**config.mk**
```make
export PLATFORM = sky130hd
export DESIGN_NAME = mult_share_sched
export DESIGN_NICKNAME = d
export VERILOG_FILES = /design/src/rtl/mult_share_sched.sv
export SDC_FILE = /design/constraint.sdc
export NUM_CORES = 1
export LEC_CHECK = 0
export BUFFER_PORTS_ARGS = -buffer_cell sky130_fd_sc_hd__clkbuf_2
export CAP_MARGIN = 15
export CORE_ASPECT_RATIO = 1.25
export CORE_UTILIZATION = 48
export CTS_CLUSTER_SIZE = 8
export DETAILED_ROUTE_END_ITERATION = 12
export GPL_TIMING_DRIVEN = 0
export MAX_ROUTING_LAYER = met4
export PLACE_DENSITY = 0.82
export SLEW_MARGIN = 30
export SYNTH_ARGS = -nofsm -noshare
export SYNTH_HDL_FRONTEND = slang
export SYNTH_SLANG_ARGS = --single-unit
```
**constraint.sdc**
```tcl
create_clock -name clk -period 2.3 [get_ports clk]
set_input_delay 0.23 -clock clk [delete_from_list [all_inputs] [get_ports clk]]
set_output_delay 0.23 -clock clk [all_outputs]
set_load 0.01 [all_outputs]
```
**src/rtl/mult_share_sched.sv**
```systemverilog
// rtl/mult_share_sched.sv - round-robin scheduler sharing one clock-gated multiplier
//
// Purpose:
//    Arbitrates NREQ requesters onto a single registered 16x16 multiplier.
//    The winning operands are registered onto mul_a/mul_b and mul_en is raised
//    only on cycles carrying a real operation, so the multiplier clock stays
//    gated when idle. Each issued operation is tagged with its requester ID and
//    the product is returned with that ID once the multiplier latency elapses.
//    Saturating active/gated cycle counters support power evaluation.
//
// Ports:
//    clk         system clock, rising edge
//    rst         asynchronous reset, active low
//    cfg_enable  1 = grants allowed, 0 = no new grants (in-flight ops drain)
//    cnt_clr     synchronous clear of both statistics counters
//    req_valid   per-requester request
//    req_a/req_b packed operands, slice i belongs to requester i
//    req_ready   one-hot grant (combinational)
//    mul_en      multiplier enable / clock-gate control
//    mul_a/mul_b multiplier operands
//    mul_y       multiplier product (registered inside the multiplier)
//    rsp_valid   one-cycle pulse per returned product
//    rsp_id      requester index of the returned product
//    rsp_y       returned product
//    busy        an operation is in flight
//    active_cnt  cycles with mul_en = 1 (saturating)
//    gated_cnt   cycles with mul_en = 0 (saturating)

module mult_share_sched #(
   parameter int NREQ    = 4,
   parameter int IDW     = 2,
   parameter int MUL_LAT = 1,
   parameter int CNT_W   = 16
) (
   input  logic                 clk,
   input  logic                 rst,
   input  logic                 cfg_enable,
   input  logic                 cnt_clr,
   input  logic [NREQ-1:0]      req_valid,
   input  logic [NREQ*16-1:0]   req_a,
   input  logic [NREQ*16-1:0]   req_b,
   output logic [NREQ-1:0]      req_ready,
   output logic                 mul_en,
   output logic [15:0]          mul_a,
   output logic [15:0]          mul_b,
   input  logic [31:0]          mul_y,
   output logic                 rsp_valid,
   output logic [IDW-1:0]       rsp_id,
   output logic [31:0]          rsp_y,
   output logic                 busy,
   output logic [CNT_W-1:0]     active_cnt,
   output logic [CNT_W-1:0]     gated_cnt
);

   logic [IDW-1:0]   ptr_q, ptr_d;
   logic             mul_en_q;
   logic [15:0]      mul_a_q, mul_b_q, sel_a, sel_b;
   logic [MUL_LAT:0] pipe_v_q;
   logic [IDW-1:0]   pipe_id_q [MUL_LAT+1];
   logic             rsp_valid_q;
   logic [IDW-1:0]   rsp_id_q;
   logic [31:0]      rsp_y_q;
   logic [CNT_W-1:0] act_q, act_d, gat_q, gat_d;

   logic [NREQ-1:0]  req_m, req_hi;
   logic             found, found_hi, hs;
   logic [IDW-1:0]   gnt_idx;

   // Round-robin pick: the lowest requester above the pointer wins; if none
   // is above it, wrap around to the lowest requester overall. Grants are
   // forced off while reset is asserted so every output reads 0 in reset.
   always_comb begin
      req_m    = (cfg_enable && rst) ? req_valid : '0;
      found    = 1'b0;
      found_hi = 1'b0;
      gnt_idx  = '0;
      for (int i = 0; i < NREQ; i++) begin
         req_hi[i] = req_m[i] && (i > int'(ptr_q));
      end
      for (int i = NREQ-1; i >= 0; i--) begin
         if (req_m[i]) begin
            found   = 1'b1;
            gnt_idx = IDW'(i);
         end
      end
      for (int i = NREQ-1; i >= 0; i--) begin
         if (req_hi[i]) begin
            found_hi = 1'b1;
            gnt_idx  = IDW'(i);
         end
      end
      for (int i = 0; i < NREQ; i++) begin
         req_ready[i] = found && (gnt_idx == IDW'(i));
      end
   end

   // A grant is only ever given to a valid requester, so any grant is a handshake.
   assign hs = found;

   always_comb begin
      sel_a = mul_a_q;
      sel_b = mul_b_q;
      for (int i = 0; i < NREQ; i++) begin
         if (req_ready[i]) begin
            sel_a = req_a[i*16 +: 16];
            sel_b = req_b[i*16 +: 16];
         end
      end
   end

   always_comb begin
      ptr_d = hs ? gnt_idx : ptr_q;
      act_d = act_q;
      gat_d = gat_q;
      if (cnt_clr) begin
         act_d = '0;
         gat_d = '0;
      end else if (mul_en_q) begin
         if (act_q != '1) act_d = act_q + CNT_W'(1);
      end else begin
         if (gat_q != '1) gat_d = gat_q + CNT_W'(1);
      end
   end

   always_ff @(posedge clk or negedge rst) begin
      if (!rst) begin
         ptr_q       <= IDW'(NREQ-1);
         mul_en_q    <= 1'b0;
         mul_a_q     <= '0;
         mul_b_q     <= '0;
         pipe_v_q    <= '0;
         for (int k = 0; k <= MUL_LAT; k++) pipe_id_q[k] <= '0;
         rsp_valid_q <= 1'b0;
         rsp_id_q    <= '0;
         rsp_y_q     <= '0;
         act_q       <= '0;
         gat_q       <= '0;
      end else begin
         ptr_q    <= ptr_d;
         mul_en_q <= hs;
         // Operands only move on a handshake so the gated multiplier sees no toggling.
         mul_a_q  <= sel_a;
         mul_b_q  <= sel_b;
         // Stage k holds the tag of the op handshaken k edges ago; the last
         // stage lines up with the cycle in which mul_y carries its product.
         pipe_v_q[0]  <= hs;
         pipe_id_q[0] <= gnt_idx;
         for (int k = 1; k <= MUL_LAT; k++) begin
            pipe_v_q[k]  <= pipe_v_q[k-1];
            pipe_id_q[k] <= pipe_id_q[k-1];
         end
         rsp_valid_q <= pipe_v_q[MUL_LAT];
         if (pipe_v_q[MUL_LAT]) begin
            rsp_y_q  <= mul_y;
            rsp_id_q <= pipe_id_q[MUL_LAT];
         end
         act_q <= act_d;
         gat_q <= gat_d;
      end
   end

   assign mul_en     = mul_en_q;
   assign mul_a      = mul_a_q;
   assign mul_b      = mul_b_q;
   assign rsp_valid  = rsp_valid_q;
   assign rsp_id     = rsp_id_q;
   assign rsp_y      = rsp_y_q;
   // The response register is the final pipeline stage, so busy drops only
   // once the last rsp_valid pulse has been presented.
   assign busy       = mul_en_q | (|pipe_v_q) | rsp_valid_q;
   assign active_cnt = act_q;
   assign gated_cnt  = gat_q;

endmodule

```
## Word-level counts from Yosys, hierarchy flattened

Index checks and enable logic that the tools add are counted.

- Input port bits: 168
- Register bits after elaboration: 108
- Output and inout bits: 105

- Order comparisons: 3
- Reduce and logical (&&, ||, !) cells: 16
- Mux-type cells: 26
- Equal/unequal tests: 6
- $add $sub $neg: 2
- Bitwise gates (word level): 2

Operators with widths:

| operator | number |
|---|---|
| $mux 16 | 14 |
| $add 16x1->16 const B | 2 |
| $ne 16x16->1 const B | 2 |
| $mux 2 | 7 |
| $logic_and 1x1->1 | 8 |
| $reduce_bool 2->1 | 3 |
| $eq 2x2->1 const B | 2 |
| $gt 2x2->1 const A | 2 |
| $mux 1 | 4 |
| $mux 4 | 1 |
| $reduce_and 2->1 | 2 |
| $reduce_bool 4->1 | 1 |
| $eq 2x1->1 const B | 1 |
| $gt 1x2->1 const A | 1 |
| $logic_not 2->1 | 1 |
| $ne 2x2->1 const B | 1 |
| $or 1x1->1 | 2 |
| $reduce_or 2->1 | 1 |

## Logic depth before layout (Yosys ltp)

- Depth in word-level cells: 15
- Mapped depth: 9
- Gate-level depth less buffers: 7

## Worst setup path before layout

No wires, ideal clock.

- Path type: register to register
- Start: reg gat_q[3] (netlist: gated_cnt[3])
- End: reg gat_q[4] (netlist: gated_cnt[4])
- Path slack: 480 ps
- Path buffers: 0
- Cell stages (with the launch flop): 7
- Data required time: 2,168 ps
- Period minus slack after synthesis: 1,820 ps
- Setup time: 132 ps
- Arrival: 1,688 ps
- Path through: dfrtp_1 -> nand4_2 -> or4_4 -> o21ba_4 -> nand4_1 -> xor2_1 -> nor2_1

- Cells in the longest elaborated chain, start to end: 4

Ends and longest elaborated chain:

| element | RTL line | text |
|---|---|---|
| start, declared | 63 | `logic [CNT_W-1:0] act_q, act_d, gat_q, gat_d;` |
| start signal, assigned | 158 | `gat_q <= gat_d;` |
| $add 16x1->16 | 121 | `if (gat_q != '1) gat_d = gat_q + CNT_W'(1);` |
| $mux 16 | 121 |  |
| $mux 16 | 118 | `end else if (mul_en_q) begin` |
| $mux 16 | 115 | `if (cnt_clr) begin` |

Several ways; a longest one is shown, not always the timed one. The select of a mux whose other input is x is not followed.
A chain may end at the register's enable or synchronous reset.

## Worst setup path in the final report

- Start: reg ptr_q[0]
- End: out req_ready[3]

- Cells in the longest elaborated chain, start to end: 7

Ends and longest elaborated chain:

| element | RTL line | text |
|---|---|---|
| start, declared | 55 | `logic [IDW-1:0] ptr_q, ptr_d;` |
| start signal, assigned | 127 | `ptr_q <= IDW'(NREQ-1);` |
| start signal, assigned | 139 | `ptr_q <= ptr_d;` |
| $gt 2x2->1 | 78 | `req_hi[i] = req_m[i] && (i > int'(ptr_q));` |
| $logic_and 1x1->1 | 78 |  |
| $mux 2 (2 in series) | 87 | `if (req_hi[i]) begin` |
| $mux 2 * | 87 |  |
| $eq 2x2->1 * | 93 | `req_ready[i] = found && (gnt_idx == IDW'(i));` |
| $logic_and 1x1->1 * | 93 |  |
| end, declared | 42 | `output logic [NREQ-1:0] req_ready,` |

Mark *: on every way between the ends. The rest lies on a longest branch, timed or not.

==> results.cfg <==
[synthesis]
synth-compound-area-share_pct = 26.4
yosysSeqAreaShare_pct = 44.9
synth_cell_types = 54
synth_xor_area_share_pct = 3.52
synth_top_cell_by_area = dfrtp_1
synth_top_area_share_pct = 44.0
yosys_warnings = 0
async_reset_ff_share_pct = 100
synth_top_family_by_area = compound AO/OA/AOI/OAI gates
synth_common_cells = dfrtp_1 (105), o21ai_0 (88), nand2_1 (80), nor2_1 (42), o21ai_1 (42)
synth_edf_count = 0
synth-simple-area-share_pct = 13.8
synth_flop_cell = dfrtp_1
syn_area_um2 = 5970
synth-adder-area-share_pct = 0.419
synth_fp_nets = 783
synthCells = 613
synth.most_common_cell = dfrtp_1
yosys-top-cells-area = dfrtp_1 (44%), a221oi_2 (7.5%), o21ai_0 (7.4%), mux2_2 (6.4%), nand2_1 (5.0%)
synthMuxAreaShare_pct = 6.58
avgSynthCellArea_um2 = 9.74
ys_ff_latch = 107

[global_routing]
met3_usage_pct = 6.67
grt_pass1_vias = 6037
grtUsageMet1_pct = 35.6
grt_max_degree = 41
grt-ovfl-total = 0
antenna_found_initial = 1
grt_pass1_wl_mm = 30.4
grt_util_met2_pct = 54.3
grt_usage_pct = 31.7
grt_busiest_layer = met2

[cts]
clk_latency_ns = 0.34
clkSinkCount = 107
clock-root-buffer = clkbuf_16
cts-buffers-inserted = 9
clockBufferDepth = 2
clk_pin_slew_worst_paths_ns = 0.08
tritoncts = yes
cts_max_level = 3

[timing]
setup_slack_ns = 0.0485
maxSlewHeadroom_pct = 46.6
fin_crit_sh_pct = 97.9
hold_viol_final = 0
worst_slew_pin_slew_ns = 0.799
period_minus_slack_ns = 2.25
setup_viol = 0
slew_viol_final = 0
fmax_ghz = 0.444
fin_skew_ns = 0.00782
grt_setup_unrepaired = yes

[route]
routed_wl_mm = 19.4
drt_first_pass_iters = 7
drt_iter0_drc = 247
drcViolationCount = 0
viasPerCell = 5.53
vias = 5982
final_antenna_net_count = 0
wl_per_cell_um = 17.9

[power]
leakage_nw = 4.10
power_mw = 5.37
ir_drop_v = 0.000398
power_density_nw_per_um2 = 663

[floorplanning]
die_w_um = 102
rows = 45
die_area_um2 = 12900
io_pins = 273
initial_utilization_pct = 49.3
fp.coreArea_um2 = 12100
die_h_um = 127

[layout]
syn2layout_area_growth_pct = 35.6
instances_no_fill = 1081
fillCellCount = 1016
final_util_pct = 66.9
drive_gt1_share_pct = 43.1
nets = 1081

[placed_design]
portBuffers = 272
gp_congestion = 0.944
place_inst = 1050
dp_hpwl_mm = 14.3
post-place-ws_ns = -0.452

[setup_path]
cp_slowest_cell = dfstp_2
crit_path_end_kind = primary output
path_max_fanout = 10
slowest_delay_ns = 0.58
path_class = reg2out
startpoint_type = register
crit_path_cell_trace = nand2b_4 > a21oi_1 > o31a_1 > inv_2 > clkbuf_4 > clkbuf_2
reg2reg_depth = 9
critical_path_required_ns = 2.07
worstPathArrival_ns = 2.02

[min_path]
min_path_type = in2reg
hold_depth = 2

[run_status]
status = complete, no violations

[run]
drv_cap = 0
what timing repair did:
item | 4_1_cts | 5_1_grt
cloned | 2 | 0
hold buffers | 5 | 0
gates resized for setup | 1 | 2
setup buffers | 3 | 6
endpoints found under the setup margin | 34 | 9
pin swaps | 2 | 1
endpoints found under the hold margin | 45 | 0
placed cells by master (no fill, tap or decap), types with 2 or more instances in the layout:
| cell type | synthesis | layout |
|---|---|---|
| clkbuf_2 | 1 | 272 |
| inv_6 | 0 | 3 |
| a221oi_1 | 2 | 2 |
| a21oi_1 | 4 | 4 |
| xor2_1 | 18 | 18 |
| and4_1 | 4 | 4 |
| nor3_4 | 2 | 2 |
| dfrtp_1 | 105 | 105 |
| buf_6 | 7 | 7 |
| and3_1 | 4 | 4 |
| mux2_2 | 34 | 34 |
| nand2_1 | 80 | 80 |
| ha_1 | 2 | 2 |
| buf_4 | 2 | 10 |
| nand3_1 | 6 | 6 |
| a211oi_1 | 3 | 3 |
| buf_1 | 3 | 3 |
| xnor2_1 | 6 | 6 |
| inv_1 | 5 | 5 |
| a311oi_1 | 2 | 2 |
| nor2_1 | 42 | 42 |
| a221oi_2 | 30 | 30 |
| a21o_1 | 36 | 36 |
| a31oi_1 | 3 | 3 |
| nand4_1 | 13 | 13 |
| buf_2 | 8 | 5 |
| dfstp_2 | 2 | 2 |
| dlygate4sd3_1 | 0 | 4 |
| buf_12 | 0 | 2 |
| nor2b_1 | 3 | 3 |
| bufbuf_16 | 0 | 2 |
| o21ai_1 | 42 | 42 |
| nand4b_1 | 2 | 2 |
| o21ai_0 | 88 | 88 |
| or3_1 | 2 | 2 |
| and2_1 | 3 | 3 |
| nor3_1 | 4 | 4 |
| clkbuf_16 | 0 | 10 |
| clkbuf_1 | 24 | 24 |
flip-flops by register name, summed over array words and instances (netlist names):
| name | count |
|---|---|
| active_cnt | 16 |
| gated_cnt | 16 |
| mul_a | 16 |
| mul_b | 16 |
| pipe_id_q | 4 |
| pipe_v_q | 2 |
| ptr_q | 2 |
| rsp_id | 2 |
| rsp_valid | 1 |
| rsp_y | 32 |
cells by family after synthesis:
logic type,count (synthesis)
AO/OA/AOI/OAI,221
AND/OR/NAND/NOR,173
multiplexers,35
XOR/XNOR,24
flip-flops,107
buffers and inverters,51
adder cells (fa/ha/maj),2
per-stage QoR:
step                      setup TNS [ns]  hold slack [ns]  cell area, um2
final                                  0            0.110            8100
after floorplan                        0          -0.0656            5970
after global placement           -141.33            0.334            7530
after detailed placement          -13.56            0.146            7570
after global routing             -0.0631            0.105            8100
after CTS                              0            0.103            8040
metal layers:
layer | vias to the layer above | routed length [um]
li1 | 2821 | -
met1 | 2803 | 7320
met2 | 314 | 9980
met3 | 44 | 1550
met4 | 0 | 542
met5 | - | 0
power by group:
group          leakage (nW)  total [mW]  internal (mW)  switching, mW
clock                 0.150        1.62          0.865          0.753
sequential             1.36        2.26           2.12          0.144
combinational          2.59        1.49          0.677          0.813
worst max-delay path, delay by kind of cell, from the launching register on:
family	cells	cell delay [ns]
buffers and inverters	3	0.51
flip-flops	1	0.58
AO/OA/AOI/OAI	2	0.41
AND/OR/NAND/NOR	1	0.16
final cells by class:
class	instances	area (um2)	area share [%]
diodes	1	2.50	0.0309
plain buffers	43	233	2.87
clock buffers	9	225	2.78
clock inverters	7	85.1	1.05
inverters	6	22.5	0.278
multi-input cells	455	3030	37.4
flip-flops and latches	107	2680	33.1
well taps	164	205	2.53
repair buffers	289	1610	19.9
path summary, 6_finish.rpt:
| path | startpoint | end | slack, ns |
|---|---|---|---|
| hold / removal | mul_y[9] | rsp_y[9]$_DFFE_PN0P_ | 0.11 |
| setup / recovery | ptr_q[0]$_DFFE_PN1P_ | req_ready[3] | 0.05 |
| min in group asynchronous | rst | gated_cnt[12]$_DFFE_PN0P_ | 0.57 |
| setup reg to reg | ptr_q[1]$_DFFE_PN1P_ | mul_b[8]$_DFFE_PN0P_ | 0.18 |
| hold reg to reg | pipe_id_q[3]$_DFF_PN0_ | pipe_id_q[1]$_DFF_PN0_ | 0.35 |
| max in group asynchronous | rst | rsp_y[26]$_DFFE_PN0P_ | 1.15 |
No activity file was read; power rests on OpenSTA's default activity.
